===== src/rtl/nibble_frame_tx.sv =====
// Nibble FIFO feeding a 4-cycle framed output toward a slow-clock receiver.
// Optional even parity on data_out when NIBBLE_TX_PARITY_EN is defined.
module nibble_frame_tx #(
    parameter int unsigned DEPTH       = 4,
    parameter logic [3:0]  IDLE_NIBBLE = 4'h0
) (
    input  logic       fast_clk,
    input  logic       rst_n,
    input  logic       in_valid,
    input  logic [3:0] in_data,
    output logic       in_ready,
    output logic [3:0] data_out,
    output logic       tx_valid,
    output logic       sync_out,
    output logic       slow_clk_out,
    output logic       tx_parity,
    output logic [7:0] frame_cnt,
    output logic [7:0] underrun_cnt
);

    localparam int unsigned AW = (DEPTH > 1) ? $clog2(DEPTH) : 1;
    localparam int unsigned CW = AW + 1;
    localparam logic [AW-1:0] PTR_ONE = 1;
    localparam logic [CW-1:0] CNT_ONE = 1;
    localparam logic [CW-1:0] CNT_FULL = CW'(DEPTH);

    logic [1:0]    div_q, div_d;
    logic          sync_q, sync_d;
    logic [AW-1:0] wr_ptr_q, wr_ptr_d;
    logic [AW-1:0] rd_ptr_q, rd_ptr_d;
    logic [CW-1:0] count_q, count_d;
    logic [3:0]    mem_q [DEPTH];
    logic [3:0]    data_q, data_d;
    logic          valid_q, valid_d;
    logic [7:0]    frame_q, frame_d;
    logic [7:0]    under_q, under_d;
    logic          seen_q, seen_d;

    logic load, full, empty, push, pop;

    assign load  = (div_q == 2'd3);
    assign full  = (count_q == CNT_FULL);
    assign empty = (count_q == '0);
    assign push  = in_valid && !full;
    // pop uses registered occupancy, so a nibble pushed on a load edge waits a frame
    assign pop   = load && !empty;

    always_comb begin
        div_d    = div_q + 2'd1;
        sync_d   = (div_q == 2'd2);
        wr_ptr_d = push ? wr_ptr_q + PTR_ONE : wr_ptr_q;
        rd_ptr_d = pop  ? rd_ptr_q + PTR_ONE : rd_ptr_q;
        count_d  = count_q;
        if (push && !pop) count_d = count_q + CNT_ONE;
        if (!push && pop) count_d = count_q - CNT_ONE;
        data_d  = data_q;
        valid_d = valid_q;
        frame_d = frame_q;
        under_d = under_q;
        seen_d  = seen_q;
        if (load) begin
            if (!empty) begin
                data_d  = mem_q[rd_ptr_q];
                valid_d = 1'b1;
                frame_d = frame_q + 8'd1;
                seen_d  = 1'b1;
            end else begin
                data_d  = IDLE_NIBBLE;
                valid_d = 1'b0;
                if (seen_q && under_q != 8'hFF) under_d = under_q + 8'd1;
            end
        end
    end

    always_ff @(posedge fast_clk or negedge rst_n) begin
        if (!rst_n) begin
            div_q    <= '0;
            sync_q   <= 1'b0;
            wr_ptr_q <= '0;
            rd_ptr_q <= '0;
            count_q  <= '0;
            data_q   <= IDLE_NIBBLE;
            valid_q  <= 1'b0;
            frame_q  <= '0;
            under_q  <= '0;
            seen_q   <= 1'b0;
        end else begin
            div_q    <= div_d;
            sync_q   <= sync_d;
            wr_ptr_q <= wr_ptr_d;
            rd_ptr_q <= rd_ptr_d;
            count_q  <= count_d;
            data_q   <= data_d;
            valid_q  <= valid_d;
            frame_q  <= frame_d;
            under_q  <= under_d;
            seen_q   <= seen_d;
        end
    end

    always_ff @(posedge fast_clk) begin
        if (push) mem_q[wr_ptr_q] <= in_data;
    end

`ifdef NIBBLE_TX_PARITY_EN
    logic parity_q;
    always_ff @(posedge fast_clk or negedge rst_n) begin
        if (!rst_n)    parity_q <= ^IDLE_NIBBLE;
        else if (load) parity_q <= ^data_d;
    end
    assign tx_parity = parity_q;
`else
    assign tx_parity = 1'b0;
`endif

    assign in_ready     = !full;
    assign data_out     = data_q;
    assign tx_valid     = valid_q;
    assign sync_out     = sync_q;
    assign slow_clk_out = div_q[0];
    assign frame_cnt    = frame_q;
    assign underrun_cnt = under_q;

endmodule


===== config.mk =====
export PLATFORM = sky130hd
export DESIGN_NAME = nibble_frame_tx
export DESIGN_NICKNAME = d
export VERILOG_FILES = /design/src/rtl/nibble_frame_tx.sv
export SDC_FILE = /design/constraint.sdc
export NUM_CORES = 1
export LEC_CHECK = 0
export BUFFER_PORTS_ARGS = -buffer_cell sky130_fd_sc_hd__buf_4
export CAP_MARGIN = 0
export CORE_MARGIN = 2
export CORE_UTILIZATION = 50
export CTS_CLUSTER_SIZE = 14
export DETAILED_ROUTE_END_ITERATION = 6
export PLACE_DENSITY_LB_ADDON = 0.3
export SYNTH_ARGS = -nofsm -noshare
export SYNTH_HDL_FRONTEND = slang
export SYNTH_SLANG_ARGS = --single-unit

===== constraint.sdc =====
create_clock -name fast_clk -period 2.6 [get_ports fast_clk]
set_input_delay 0.39 -clock fast_clk [delete_from_list [all_inputs] [get_ports fast_clk]]
set_output_delay 0.39 -clock fast_clk [all_outputs]
set_load 0.02 [all_outputs]

==> reports/qor_table.md <==
| Quantity | Reported | Unit |
| --- | --- | --- |
| Result of the run | completed | - |
| Synth Area per Inst | 13.0 | um2 |
| Launch point of the worst path | count_q[1]$_DFFE_PN0P_ | - |
| Upper clock frequency limit | 0.463 | GHz |
| Number of gates resized after CTS | 0 | - |
| Final Skew | 0.00567 | ns |
| Power density normalized to cell area | 963 | nW/um2 |
| GRT Residual Overflow | 0 | - |
| Dpl cell area | 2360 | um2 |
| Max-cap check violation count | 0 | - |
| Count of nets left with antenna violations after detail routing | 0 | - |
| Post-Synthesis Net Count | 177 | - |
| Initial DRT Pass Iterations | 4 | - |
| Detailed Route Iter0 Violations | 63 | - |
| Number of synthesized register bits | 48 | - |
| CTS Buf Count | 5 | - |
| Sequential-to-total area share from yosys stat | 61.7 | % |
| Final Worst Setup Slack | 0.438 | ns |
| Count of final max-slew check failures | 0 | - |
| Area added between synthesis and finish | 18.0 | % |
| Clock net sink count | 48 | - |
| Maximum number of pins on one net before global-route repair | 33 | - |
| Critical-path maximum fanout | 6 | - |
| Number of flops mapped to enable cells by yosys | 16 | - |
| Total standard cell area after synthesis | 2080 | um2 |
| Die outline area | 4690 | um2 |
| Async set or reset register ratio after synthesis | 66.7 | % |
| Global-route wire length before repair | 5700 | um |
| Placed Cells | 239 | - |
| Clock insertion delay at the later pin of the skew report | 0.29 | ns |
| Vias post-DR | 1263 | - |
| Count of input and output buffers | 30 | - |
| Die width | 68.5 | um |
| Leakage | 1.10 | nW |
| Final core utilization | 61.2 | % |
| Die Y | 68.5 | um |
| Share of post-route cells with drive strength above 1 | 25.4 | % |
| Number of global-route vias before repair | 1250 | - |
| Clock tree from TritonCTS | built | - |
| Synth Warn # | 0 | - |
| Antenna violations before repair | 0 | - |
| Endpoints failing setup | 0 | - |
| Number of hold buffers added after CTS | 0 | - |
| Final standard cell area without fillers | 2450 | um2 |
| Number of library cell types mapped by synthesis | 28 | - |
| Worst r2r src | count_q[1]$_DFFE_PN0P_ | - |
| Cells after Synth | 160 | - |
| Detailed-placement wirelength estimate | 2590 | um |
| Core region area | 4000 | um2 |
| Bufs on Longest Clock Path | 2 | - |
| Final critical-path required period | 2.16 | ns |
| Cell Rows | 23 | - |
| Predominant post-synthesis flop cell | dfrtp_1 | - |
| Root Buffer | clkbuf_8 | - |
| Post-Place Setup Slack | 0.461 | ns |
| Part of the cycle the worst path needs | 83.1 | % |
| CP arrival | 2.37 | ns |
| Worst Path Required | 2.81 | ns |
| Weighted congestion reported at the end of routability-driven placement | 0.727 | - |
| Number of antenna diodes | 0 | - |
| Clock Pin Slew Worst Setup and Hold Paths | 0.09 | ns |
| Worst Setup Start Kind | flop | - |
| Post-CTS setup buffers | 0 | - |
| DRC violations left | 0 | - |
| Initial Util | 51.9 | % |
| H-tree depth | 2 | - |
| Io pins | 32 | - |
| Setup TNS | 0 | ns |
| Kind of end point of the critical path | flop | - |
| Type of the worst setup path | flop to flop | - |
| Average vias per placed instance | 5.11 | - |
| Filler-free cell count of the finished design | 247 | - |
| Final wirelength | 3440 | um |
| Maximum resistive drop on vdd | 0.577 | mV |
| Average wire per cell in the routed design | 13.9 | um |
| Final Hold Viols | 0 | - |
| Class of the tightest hold or removal check | input port to async pin | - |
| Total Nets Final | 213 | - |
| Unrepaired setup endpoints after global routing | false | - |
| GRT Util Overall | 16.9 | % |
## worst max-delay path, cell delays in order (launching register included)
cell     delay, ns
dfrtp_1       0.40
inv_1         0.12
nand3_1       0.18
and2_1        0.25
inv_1         0.07
ha_1          0.17
inv_1         0.06
fa_1          0.37
xor2_1        0.15
nor2_1        0.12
xor2_1        0.18
## registers in the layout, summed over array words and instances (netlist names)
signal	count
sync_out	1
frame_cnt	8
mem_q	16
seen_q	1
tx_valid	1
wr_ptr_q	2
data_out	4
div_q	2
count_q	3
rd_ptr_q	2
underrun_cnt	8
## placed cells by master, fill, tap and decap left out, types with 4 or more instances in the layout
master,Yosys,routed
and3_1,4,4
buf_4,1,32
clkbuf_8,0,5
dfrtp_1,32,32
edfxtp_1,16,16
ha_1,9,9
inv_1,15,15
mux2_2,4,4
mux4_2,4,4
nand2_1,18,18
nand3_1,4,4
nand4_1,5,5
nor2_1,5,5
nor3_1,4,4
o21ai_0,7,7
xnor2_1,10,10
xor2_1,7,7
## cell families (layout without fill, tap and decap cells)
group	count (synthesis)	after routing	synth area share, %
muxes	9	9	6.99
other	1	1	0.181
AOI/OAI and AO/OA	8	8	1.93
adders and majority gates	10	10	6.39
and+or+nand+nor	48	48	12.0
xor gates and xnor gates	17	17	7.17
DFF	48	48	61.7
buffers and inverters	19	56	3.61
## cell usage after synthesis, types with 2 or more instances
| master | number | area share (%) |
|---|---|---|
| nand4_1 | 5 | 1.5 |
| nand3_1 | 4 | 0.96 |
| mux2_2 | 4 | 2.2 |
| mux4_2 | 4 | 4.3 |
| o21ai_0 | 7 | 1.7 |
| clkbuf_1 | 2 | 0.36 |
| nand2b_1 | 2 | 0.60 |
| xor2_1 | 7 | 3.0 |
| and3_1 | 4 | 1.2 |
| inv_1 | 15 | 2.7 |
| nor3_1 | 4 | 0.96 |
| edfxtp_1 | 16 | 23 |
| nor2_1 | 5 | 0.90 |
| ha_1 | 9 | 5.4 |
| nor3_2 | 2 | 0.96 |
| nand2_1 | 18 | 3.3 |
| xnor2_1 | 10 | 4.2 |
| dfrtp_1 | 32 | 39 |
## report_power, final
group | total (mW) | switching (mW) | internal, mW
combinational | 0.749 | 0.386 | 0.363
sequential | 1.19 | 0.197 | 0.991
clock | 0.424 | 0.235 | 0.188
total | 2.36 | 0.818 | 1.54
## per-stage QoR
stage / power (mW) / hold slack, ns
2_1_floorplan: 1.65 / 0.0944
5_1_grt: 2.52 / 0.0408
3_5_place_dp: 1.97 / 0.358
6_report: 2.36 / 0.0214
4_1_cts: 2.39 / 0.0255
3_3_place_gp: 1.91 / 0.339
## worst paths after layout
kind,to,slack (ns),cells after the start
worst min-delay path,underrun_cnt[3]$_DFFE_PN0P_,0.02,1
worst max-delay path,count_q[2]$_DFFE_PN0P_,0.44,10
max in group asynchronous,count_q[2]$_DFFE_PN0P_,2.28,1
worst min register to register,frame_cnt[7]$_DFFE_PN0P_,0.47,1
min in group fast_clk,mem_q[3][2]$_DFFE_PP_,0.29,1
worst max register to register,count_q[2]$_DFFE_PN0P_,0.44,10
## metal layers
layer	routed length (um)	vias up	GRT usage [%]
met5	0	-	0
met4	31	0	7.50
li1	-	616	-
met1	1570	611	21.9
met2	1670	32	26.8
met3	167	4	4.44
## final cells by class
class	count	area, um2
fillers	321	1550
flip-flops and latches	48	1280
multi-input cells	93	721
repair buffers	32	240
clock buffers	6	72.6
well taps	50	62.6
inverters	16	60.1
clock inverters	2	12.5
No activity file was read; power rests on OpenSTA's default activity.
